[config.mk]
export PLATFORM = sky130hd
export DESIGN_NAME = rr_arbiter_8
export DESIGN_NICKNAME = d
export VERILOG_FILES = /design/src/rtl/rr_arbiter_8.sv
export SDC_FILE = /design/constraint.sdc
export NUM_CORES = 1
export LEC_CHECK = 0
export CORE_MARGIN = 5
export CORE_UTILIZATION = 45
export DETAILED_ROUTE_END_ITERATION = 8
export GPL_TIMING_DRIVEN = 1
export HOLD_SLACK_MARGIN = 0.06
export PLACE_DENSITY = 0.72
export REMOVE_ABC_BUFFERS = 1
export SLEW_MARGIN = 20
export SYNTH_ARGS = -nofsm -noshare
export SYNTH_HDL_FRONTEND = slang
export SYNTH_SLANG_ARGS = --single-unit
[constraint.sdc]
create_clock -name clk -period 6 [get_ports clk]
set_input_delay 1.8 -clock clk [delete_from_list [all_inputs] [get_ports clk]]
set_output_delay 1.8 -clock clk [all_outputs]
set_load 0.01 [all_outputs]
[src/rtl/rr_arbiter_8.sv]
// rr_arbiter_8: 8-way round-robin arbiter with a hold-time limit.
// A grant is issued one cycle after a request is seen in IDLE, is held until
// release, loss of the holder's request, or the hold limit, and is always
// followed by at least one IDLE cycle before the next grant.
module rr_arbiter_8 #(
  parameter int unsigned TIMEOUT = 255
) (
  input  logic       clk,
  input  logic       rst,
  input  logic       en,
  input  logic [7:0] req,
  input  logic       rel,
  output logic [7:0] gnt,
  output logic [2:0] gnt_id,
  output logic       gnt_vld,
  output logic       timeout
);

  typedef enum logic {
    IDLE  = 1'b0,
    GRANT = 1'b1
  } state_t;

  // Hold counter value seen in the last cycle a grant is allowed to live.
  localparam logic [15:0] LIMIT = 16'(TIMEOUT - 1);

  state_t      state_q, state_d;
  logic [2:0]  ptr_q, ptr_d;
  logic [15:0] cnt_q, cnt_d;
  logic [7:0]  gnt_q, gnt_d;
  logic [2:0]  id_q, id_d;
  logic        vld_q, vld_d;
  logic        to_q, to_d;

  logic [15:0] req_dbl;
  logic [7:0]  req_rot;
  logic [2:0]  win_off;
  logic [2:0]  win_id;
  logic [7:0]  win_onehot;
  logic        any_req;
  logic        held_req;
  logic        limit_hit;
  logic        grant_end;

  // Rotate requests so the pointer position becomes bit 0, then take the
  // lowest set bit; adding the pointer back gives the wrapped winner index.
  always_comb begin
    req_dbl = {req, req};
    req_rot = req_dbl[ptr_q +: 8];
    win_off = 3'd0;
    for (int i = 7; i >= 0; i--) begin
      if (req_rot[i]) begin
        win_off = 3'(i);
      end
    end
    win_id  = ptr_q + win_off;
    any_req = |req;
  end

  genvar gi;
  generate
    for (gi = 0; gi < 8; gi++) begin : g_onehot
      assign win_onehot[gi] = (win_id == 3'(gi));
    end
  endgenerate

  assign held_req  = req[id_q];
  assign limit_hit = (cnt_q == LIMIT);
  assign grant_end = rel | ~held_req | limit_hit;

  // Next-state and registered-output values for the two-state arbiter.
  always_comb begin
    state_d = state_q;
    ptr_d   = ptr_q;
    cnt_d   = cnt_q;
    gnt_d   = gnt_q;
    id_d    = id_q;
    vld_d   = vld_q;
    to_d    = 1'b0;
    unique case (state_q)
      IDLE: begin
        if (en && any_req) begin
          state_d = GRANT;
          gnt_d   = win_onehot;
          id_d    = win_id;
          vld_d   = 1'b1;
          cnt_d   = 16'd0;
        end
      end
      GRANT: begin
        if (grant_end) begin
          state_d = IDLE;
          gnt_d   = 8'd0;
          id_d    = 3'd0;
          vld_d   = 1'b0;
          cnt_d   = 16'd0;
          ptr_d   = id_q + 3'd1;
          // A release in the limit cycle takes precedence over the timeout.
          to_d    = limit_hit & ~rel & held_req;
        end else begin
          cnt_d = cnt_q + 16'd1;
        end
      end
      default: begin
        state_d = IDLE;
      end
    endcase
  end

  // State and output registers with synchronous active-low reset.
  always_ff @(posedge clk) begin
    if (!rst) begin
      state_q <= IDLE;
      ptr_q   <= 3'd0;
      cnt_q   <= 16'd0;
      gnt_q   <= 8'd0;
      id_q    <= 3'd0;
      vld_q   <= 1'b0;
      to_q    <= 1'b0;
    end else begin
      state_q <= state_d;
      ptr_q   <= ptr_d;
      cnt_q   <= cnt_d;
      gnt_q   <= gnt_d;
      id_q    <= id_d;
      vld_q   <= vld_d;
      to_q    <= to_d;
    end
  end

  assign gnt     = gnt_q;
  assign gnt_id  = id_q;
  assign gnt_vld = vld_q;
  assign timeout = to_q;

endmodule

After elaboration in Yosys (flattened, before gate mapping)
Index checks and enable logic that the tools add are counted.

cells by class
  add/subtract/negate cells = 3
  $lt $le $gt $ge = 1
  equal/unequal tests = 10
  shifts and indexed selects = 1
  multiplexer cells = 25
  bitwise operators = 7
  reduce and logical (&&, ||, !) cells = 6

operator list
  kind                                                        number
  two-way mux 16 bit                                          2
  case mux 16 bit (2 select lines)                            1
  two-way mux 3 bit                                           10
  adder 16 x 1 -> 16 bit, second input constant               1
  equality test 16 x 8 -> 1 bit, second input constant        1
  two-way mux 8 bit                                           2
  case mux 8 bit (2 select lines)                             1
  indexed part select 16 x 4 -> 8 bit                         1
  equality test 3 bit, second input constant                  4
  OR reduction 8 bit                                          1
  equality test 3 x 2 -> 1 bit, second input constant         2
  case mux 3 bit (2 select lines)                             1
  two-way mux 1 bit                                           5
  less-than comparator 3 x 4 -> 1 bit, second input constant  1
  case mux 1 bit (2 select lines)                             2
  AND reduction 2 bit                                         2
  adder 3 x 1 -> 3 bit, second input constant                 1
  adder 3 bit                                                 1
  binary-select mux 1 bit (select 3 bit)                      1
  equality test 3 x 1 -> 1 bit, second input constant         1
  zero test 3 bit                                             1
  inverter 1 bit                                              3
  AND reduction 3 bit                                         1
  AND 1 bit                                                   2
  other kinds (4)                                             5

word-level totals
  register bits after elaboration = 33
  input bits = 12
  output and inout bits = 13

Depth between registers and ports, before layout
  depth after elaboration = 13
  depth in mapped cells = 16
  gate-level depth less buffers = 13

Worst setup path after synthesis
No wires, ideal clock.

  kind = input port to flip-flop
  from = input req[1]
  to = register gnt_q[0] (netlist: gnt[0])
  library setup time = 62 ps
  arrival = 5037 ps
  data required time = 5938 ps
  slack = 901 ps
  stages = 13
  path buffers = 2
  cells stage by stage = buf_2 > or2_2 > mux4_2 > buf_2 > a21oi_1 > a21oi_1 > o32a_1 > fa_1 > nor4bb_1 > o211ai_4 > or2_2 > o22a_1 > nand3_1

between the ends
  longest elaborated chain between the ends = 13
  elaborated cells between the ends (all ways) = 23
  classes of those cells = add/sub: 1; eq/ne: 2; shift: 1; mux: 12; bitwise: 3; reduce/logical: 4

RTL lines
  item                                 RTL line  RTL
  start: declaration                   11        input logic [7:0] req,
  indexed part select 16 x 4 -> 8 bit  49        req_rot = req_dbl[ptr_q +: 8];
  two-way mux 3 bit (8 in a row)       52        if (req_rot[i]) begin
  adder 3 bit                          56        win_id = ptr_q + win_off;
  zero test 3 bit                      63        assign win_onehot[gi] = (win_id == 3'(gi));
  two-way mux 8 bit                    82        if (en && any_req) begin
  case mux 8 bit (2 select lines)      80        unique case (state_q)
  end signal: assignment               124       gnt_q <= gnt_d;
  end: declaration                     30        logic [7:0] gnt_q, gnt_d;

Parallel ways exist; a longest one is shown, timed or not. The select of a mux whose other input is x is not followed.
A chain may end at the register's enable or synchronous reset.

Worst setup path in the final report
  from = input req[2]
  to = register gnt_q[0] (netlist: gnt[0])

Same word-level chain as after synthesis.

==> metrics.yaml <==
outcome:
  status: "complete, no violations"
final_layout:
  final_area_um2: 3239
  fillCellCount: 605
  area_growth_pct: 11.21
  diodes: 0
  final_cells: 453
  nNetsFinal: 392
  drive_gt1_share_pct: 10.37
die:
  core-area_um2: 6314
  die_w_um: 90.46
  die-area_um2: 8182
  io_pins: 25
  fp.dieH_um: 90.46
  rows: 29
  initial_core_util_pct: 46.14
synthesis:
  synth_area_leader_cell: "dfxtp_1"
  synth-edff-count: 0
  ys.flop_type: "dfxtp_1"
  yosysSeqAreaShare_pct: 22.68
  yosysWarnings: 0
  ys_top_cells_by_count: "dfxtp_1, nor2_1, nand2_1, o21ai_0"
  syn-cell-area_um2: 2913
  syn_inst: 365
  synth.distinct_cells: 63
  syn_avg_cell_area_um2: 7.980
  yosysMostFrequentCell: "dfxtp_1"
  synth_top_area_share_pct: 22.68
  ys_async_sr_fraction_pct: 0
  ys_seq_elements: 33
  synth_area_leaders: "dfxtp_1, mux4_2, nor2_1"
routing:
  wl_um: 7467
  vias: 2896
  drtIter0Drc: 321
  drtAntennaViolNets: 0
  drc: 0
  wire_per_inst_um: 16.48
  dr.pass1.iters: 5
  avgViaCountPerCell: 6.393
sta:
  tightest_slew_ps: 1071
  slew_violations: 0
  fin_ws_ps: 460.1
  fin_crit_sh_pct: 92.33
  slew_headroom_pct: 28.61
  skew_ps: 5.203
  finalSetupTns_ps: 0
  worst_hold_slack_ps: 466.1
  fin_crit_ps: 5540
  grt_setup_unrepaired: "false"
  hold_violations: 0
  timing.fmax_mhz: 180.5
  final-setup-viol-count: 0
cts:
  cts.sinks: 33
  cts_tree: "built"
  postCtsSetupRepairBufs: 0
  numCtsBuffers: 5
  cts_root_buffer: "clkbuf_8"
  cts.clk_slew.worst_paths_ps: 60
  clock_tree.htree_level_count: 2
  clock_latency_ps: 280
  hold_buffers: 0
  clockBufferDepth: 2
  ctsResizeCount: 0
worst_setup_path:
  path_max_fanout: 13
  r2r_setup_slack_ps: 1660
  rr_worst_depth: 13
  critical_path_class: "primary input to flop"
  path_cells: "clkdlybuf4s50_1, or2_2, mux4_2, a21oi_1, a21oi_1, o32a_1, fa_1, nor4bb_1, o211ai_4, or2_2, o22a_1, nand3_1"
  crit_arrival_ps: 5760
  slowest_delay_ps: 650
  rr_startpoint: "ptr_q[0]"
  cp_top_family: "simple AND/OR/NAND/NOR gates"
  worstReg2RegEnd: "gnt[0]"
  worst-path-buf-inv: 1
  cp_slowest_cell: "fa_1"
  end_kind: "flop"
  start_kind: "primary input"
  cp_data_required_time_ps: 6220
placement:
  finalWeightedCongestion: 0.8745
  place_hpwl_um: 5381
  io_buffer_count: 24
  placedCellCount: 445
  pre_cts_ws_ps: 195.9
  dpl_cell_area_um2: 3159
global_routing:
  first_global_vias: 2631
  grt_use_met1_pct: 26.38
  antenna_found_initial: 0
  grt_start_max_net_pins: 24
  grt_busiest_layer: "met2"
  overflow: 0
  grtUsageMet3_pct: 3.250
  grtUsageTotal_pct: 18.25
  grtUsageMet2_pct: 27.68
  grt_pass1_wl_um: 12700
min_path:
  min_to: "gnt_vld"
  hold_depth: 2
  hold_path_class: "flop to flop"
  worstHoldStart: "gnt_vld"
pwr:
  leakagePower_nw: 1.091
  power.density_nw_per_um2: 183.5
  ir_drop_uv: 134.0
job:
  drv_cap: 0
[per-stage QoR]
| step | power, mW | utilization (%) |
|---|---|---|
| 3_3_place_gp | 0.4335 | 50.04 |
| 6_report | 0.5945 | 51.31 |
| 2_1_floorplan | 0.3687 | - |
| 4_1_cts | 0.5975 | 51.31 |
| 3_5_place_dp | 0.4367 | 50.04 |
| 5_1_grt | 0.6294 | 51.31 |
[worst register-to-register path, cell delays in order, from the launching register on]
cell	delay [ps]
dfxtp_1	840
mux4_2	600
nor2b_1	140
nor3_1	240
a21oi_1	70
o31ai_1	240
ha_1	190
inv_1	50
fa_1	610
nor4bb_1	500
o211ai_4	200
or2_2	340
o22a_1	190
nand3_1	60
[sequential cells by signal, indices dropped and copies added (netlist names)]
signal and cells:
gnt_vld 1, state_q 1, gnt_id 3, ptr_q 3
gnt 8, timeout 1, cnt_q 16
[routing by layer]
layer  part of all wire (%)  up-vias
li1                       -     1418
met1                     49     1369
met2                     45      100
met3                    5.3        9
met4                   0.99        0
met5                      0        -
[worst max-delay path by stage]
stage / start / to / slack, ps / cells past startpoint
global placement: req[2] / gnt[4] / 320 / 12
floorplan: req[1] / gnt[4] / 1110 / 11
CTS: req[2] / gnt[0] / 480 / 14
detailed placement: req[2] / gnt[0] / 200 / 14
finish: req[2] / gnt[0] / 460 / 12
global route: req[4] / gnt[2] / 160 / 14
[cells by family (layout without fill, tap and decap cells)]
kind of cell / after synthesis / count (layout) / share of synthesized area [%]
multiplexers: 20 / 20 / 11.17
buffers and inverters: 43 / 54 / 6.959
adder cells (fa/ha/maj): 5 / 5 / 2.406
AO/OA/AOI/OAI: 108 / 108 / 26.89
flip-flops: 33 / 33 / 22.68
XOR/XNOR: 7 / 7 / 2.105
AND/OR/NAND/NOR: 149 / 149 / 27.79
[cells in the final DEF (no fill, tap or decap), types with 9 or more instances in the layout]
master,n
dfxtp_1,33
a21oi_1,18
o21ai_0,21
nand2_1,23
clkdlybuf4s50_1,24
nor4_1,18
mux2i_1,10
a211oi_1,9
nor2_1,31
nor3_1,12
nand3_1,14
mux4_2,9
or2_2,9
inv_1,13
[power breakdown]
part	switching, mW	internal (mW)
Combinational	0.106	0.0814
Sequential	0.0188	0.229
Clock	0.0770	0.0823
[final cells by class]
cell class	count	area, µm²	area share [%]
Timing Repair Buffer	32	300.3	9.270
Tap cell	77	96.34	2.974
Clock buffer	8	80.08	2.472
Multi-Input combinational cell	289	2049	63.27
Sequential cell	33	660.6	20.39
Inverter	14	52.55	1.622
(Power assumes the default switching activity.)
==> RTL change 1: new RTL, same settings <==
Register the output `timeout` once more, with the module's reset; this adds one clock of latency there. The other outputs are not delayed to match. Comments in the files are not updated.
--- a/src/rtl/rr_arbiter_8.sv
+++ b/src/rtl/rr_arbiter_8.sv
@@ -131,7 +131,13 @@
   assign gnt     = gnt_q;
   assign gnt_id  = id_q;
   assign gnt_vld = vld_q;
-  assign timeout = to_q;
+  always_ff @(posedge clk) begin
+    if (!rst) begin
+      timeout <= '0;
+    end else begin
+      timeout <= to_q;
+    end
+  end
 
 endmodule
 
Formal check against the unedited RTL: no difference found for any inputs over 10 cycles, from zero or initial values and one cycle with rst low; that may be too few to reach the edited logic, so the function may still have changed.
==> RTL change 1 against the unedited design <==
Via count is 1.8% higher; area after synthesis up 1.5%; sequential cell count increased by 1; worst setup slack worse by 110 ps; power increased by 3.4%; design area rose by 0.66%; routed wire length grew 0.13%; critical endpoint is now gnt[4]$_SDFFE_PN0P_; largest cell class unchanged; largest power group unchanged; highest routed layer unchanged.
==> RTL change 1: results <==
[detailed_routing]
first_iter_violations = 238
wl_um = 7480
first_pass_iters = 5
num_vias = 2948

[clock_network]
cts_max_path_buffers = 2
htree_levels = 2
clk_latency_ps = 290
numCtsBuffers = 5
cts-root-buf = clkbuf_8

[place]
port_buffers = 24
hpwl_um = 5320
place.gp.congestion = 0.915
placed_area_um2 = 3170
post-place-ws_ps = 124

[final_layout]
final_nets = 390
largest_reg_flops = 16
n_fill_cell = 597
diodes = 0
regMostFlops = cnt_q
layout-drive-gt1-share_pct = 11.0

[grt]
grt_pass1_vias = 2782
track_usage_pct = 18.2
grt_pass1_wl_um = 12800

[critical_path]
crit_path_end_kind = flip-flop
arrival_ps = 5870
critPathMaxFanout = 12

[synth]
synth.area.top_cells = dfxtp_1 23%, mux4_2 6.9%, nor2_1 3.8%
ys_seq_area_share_pct = 23.0
synthTopCellsByCount = 34 x dfxtp_1, 30 x nor2_1, 23 x nand2_1, 21 x o21ai_0
yosys_most_used_dff = dfxtp_1

[timing]
tightest_slew_ps = 1030
fin_worst_skew_ps = 6.41

[hold_path]
hold_class = reg -> reg

[outcome]
status = finished, final reports clean

[pwr]
vdd_drop_max_mv = 0.157
p_leak_nw = 1.10
## RTL change 1: changes by cell type after synthesis, sizes merged
cell / before / now
nor2: 31 / 30
and4: 2 / 3
nand3: 14 / 15
clkbuf: 11 / 10
dfxtp: 33 / 34
buf: 18 / 20
and2: 2 / 3
nand4: 5 / 4
nand2: 24 / 23
## RTL change 1: cell families after synthesis
kind of cell,after synthesis,share of synthesized area (%)
AOI/OAI and AO/OA,108,26.8
xor gates and xnor gates,7,2.07
adders and majority gates,5,2.37
buffers and inverters,44,7.20
DFF,34,23.0
muxes,20,11.0
and+or+nand+nor,149,27.5
## RTL change 1: power by group
group,internal [mW],leakage (nW),switching [mW]
Combinational,0.0795,0.778,0.107
Sequential,0.235,0.275,0.0187
Clock,0.0925,0.0482,0.0815
Total,0.407,1.10,0.207
## RTL change 1: routing by layer
metal | global-route usage (%) | part of all wire (%)
met5 | 0 | 0
met4 | 6.72 | 2.0
met3 | 3.22 | 6.4
met2 | 28.8 | 45
met1 | 24.6 | 46
## RTL change 1: final timing paths
check                        startpoint  depth (start not counted)             endpoint  slack [ps]
setup reg to reg  ptr_q[0]$_SDFFE_PN0P_                         13  gnt[4]$_SDFFE_PN0P_        1580
hold / removal          to_q$_SDFF_PN0_                          1   timeout$_SDFF_PN0_         460
hold reg to reg         to_q$_SDFF_PN0_                          1   timeout$_SDFF_PN0_         460
setup / recovery                 req[4]                         14  gnt[4]$_SDFFE_PN0P_         350
## RTL change 1: final cells by class
class | count | area [um^2] | share of cell area, %
sequential | 34 | 681 | 20.9
multi-input combinational | 289 | 2060 | 63.2
inverter | 14 | 52.6 | 1.61
clock inverter | 1 | 5.00 | 0.153
timing repair buffer | 29 | 278 | 8.52
clock buffer | 7 | 86.3 | 2.65
tap | 77 | 96.3 | 2.95
## RTL change 1: worst max-delay path, cell delays in order
cell and delay [ps]:
clkdlybuf4s50_1 600, mux4_2 540, nor2b_1 140, nor3_1 250, a21oi_1 90, o31ai_1 280
ha_1 200, inv_1 50, fa_1 610, nor4bb_1 510, o211ai_4 210, or2_2 330
o22a_1 180, nand3_1 60
## RTL change 1: stage by stage
| step | hold WS [ps] | cells | util [%] | power, mW |
|---|---|---|---|---|
| 3_3_place_gp | 429 | 443 | 49.6 | 0.438 |
| 5_1_grt | 476 | 451 | 51.1 | 0.649 |
| 3_5_place_dp | 426 | 443 | 49.6 | 0.442 |
| 2_1_floorplan | 412 | 337 | - | 0.376 |
| 6_report | 456 | 451 | 51.1 | 0.615 |
| 4_1_cts | 450 | 451 | 51.1 | 0.617 |
==> RTL change 2: new RTL, same flow settings <==
Without the edit above. The parameter `TIMEOUT` goes from 255 to 191.
--- a/src/rtl/rr_arbiter_8.sv
+++ b/src/rtl/rr_arbiter_8.sv
@@ -3,7 +3,7 @@
 // release, loss of the holder's request, or the hold limit, and is always
 // followed by at least one IDLE cycle before the next grant.
 module rr_arbiter_8 #(
-  parameter int unsigned TIMEOUT = 255
+  parameter int unsigned TIMEOUT = 191
 ) (
   input  logic       clk,
   input  logic       rst,
Behaviour: no difference found for any inputs over 10 cycles, from zero or initial values and one cycle with rst low; that may be too few to reach the edited logic, so the function may still have changed.
==> RTL change 2 against the unedited design <==
Area after synthesis fell by 26%; routed wire length fell by 34%; final cell count fell by 26%; worst hold slack got worse by 4.2 ps; largest cell class unchanged; design area fell by 24%; worst setup slack improved by 1100 ps; power fell by 13%; sequential cell count did not move; largest power group unchanged.
==> RTL change 2: results <==
[detailed_routing]
first_pass_iters = 4
dr_wl_met2_um = 2170
wl_met1_um = 2290
wl_um = 4920
routedWlPerCell_um = 14.8
vias_per_cell = 5.87

[synth]
ys_seq_area_share_pct = 30.7
synth.area.top_cells = dfxtp_1 31%, nor2_1 5.4%, mux2i_1 5.1%
synthMuxAreaShare_pct = 11.8
syn_inst = 258
synthTopCellsByCount = 33 x dfxtp_1, 31 x nor2_1, 26 x nand2_1, 17 x o21ai_0, 14 x nand3_1
synth_xor_area_share_pct = 3.73
synth.top_cell.area_share_pct = 30.7
ys_types = 62
synth_compound_area_share_pct = 19.8
yosys.area_share.adder_pct = 3.90

[critical_path]
slowest_stage = clkdlybuf4s50_1
cp_top_family = compound AO/OA/AOI/OAI gates
critPathMaxFanout = 12
timing.rr.start = ptr_q[1]$_SDFFE_PN0P_
cp-startpoint = req[0]
arrival_ps = 4640
cpPeakStageDelay_ps = 690

[timing]
fin_worst_skew_ps = 7.91

[hold_path]
hp-start = gnt[3]$_SDFFE_PN0P_

[pwr]
vdd_drop_max_mv = 0.0986
internal_power_mw = 0.362
seqPwrFrac_pct = 46.3
p_leak_nw = 0.886
p_comb_mw = 0.118
p_per_area_nw_per_um2 = 210

[grt]
met2_usage_pct = 23.7
track_usage_pct = 16.7
grt_pass1_wl_um = 8370
grt.met3_usage_pct = 3.74
met1_usage_pct = 24.2

[outcome]
status = finished, final reports clean

[place]
placed_area_um2 = 2390
hpwl_um = 3610
post-place-ws_ps = 1260
place.gp.congestion = 0.856

[final_layout]
final_nets = 295
n_fill_cell = 443
layout-drive-gt1-share_pct = 10.4
RTL change 2: changes by cell type in the layout (fill, tap and decap cells not counted), sizes merged, moves of 5 or more:
cell / before / now
or2: 12 / 5
nor4: 18 / 4
nand2b: 5 / 0
mux4: 9 / 4
o2111ai: 6 / 0
o211ai: 11 / 3
a21oi: 18 / 9
a211oi: 9 / 2
buf: 8 / 0
nor3: 13 / 6
a2111oi: 5 / 0
RTL change 2: path summary, 6_finish.rpt:
kind                                            end  slack, ps  cells after the start
worst max register to register  gnt[5]$_SDFFE_PN0P_       2770                     10
worst max-delay path            gnt[5]$_SDFFE_PN0P_       1540                     11
worst min register to register  gnt[3]$_SDFFE_PN0P_        460                      2
worst min-delay path            gnt[3]$_SDFFE_PN0P_        460                      2
RTL change 2: area by class of cell:
cell class                      count  share of cell area, %
Sequential cell                    33                   26.7
Timing Repair Buffer               24                   9.73
Clock inverter                      2                  0.405
Inverter                           12                   1.82
Clock buffer                        6                   2.94
Tap cell                           54                   2.74
Multi-Input combinational cell    202                   55.6
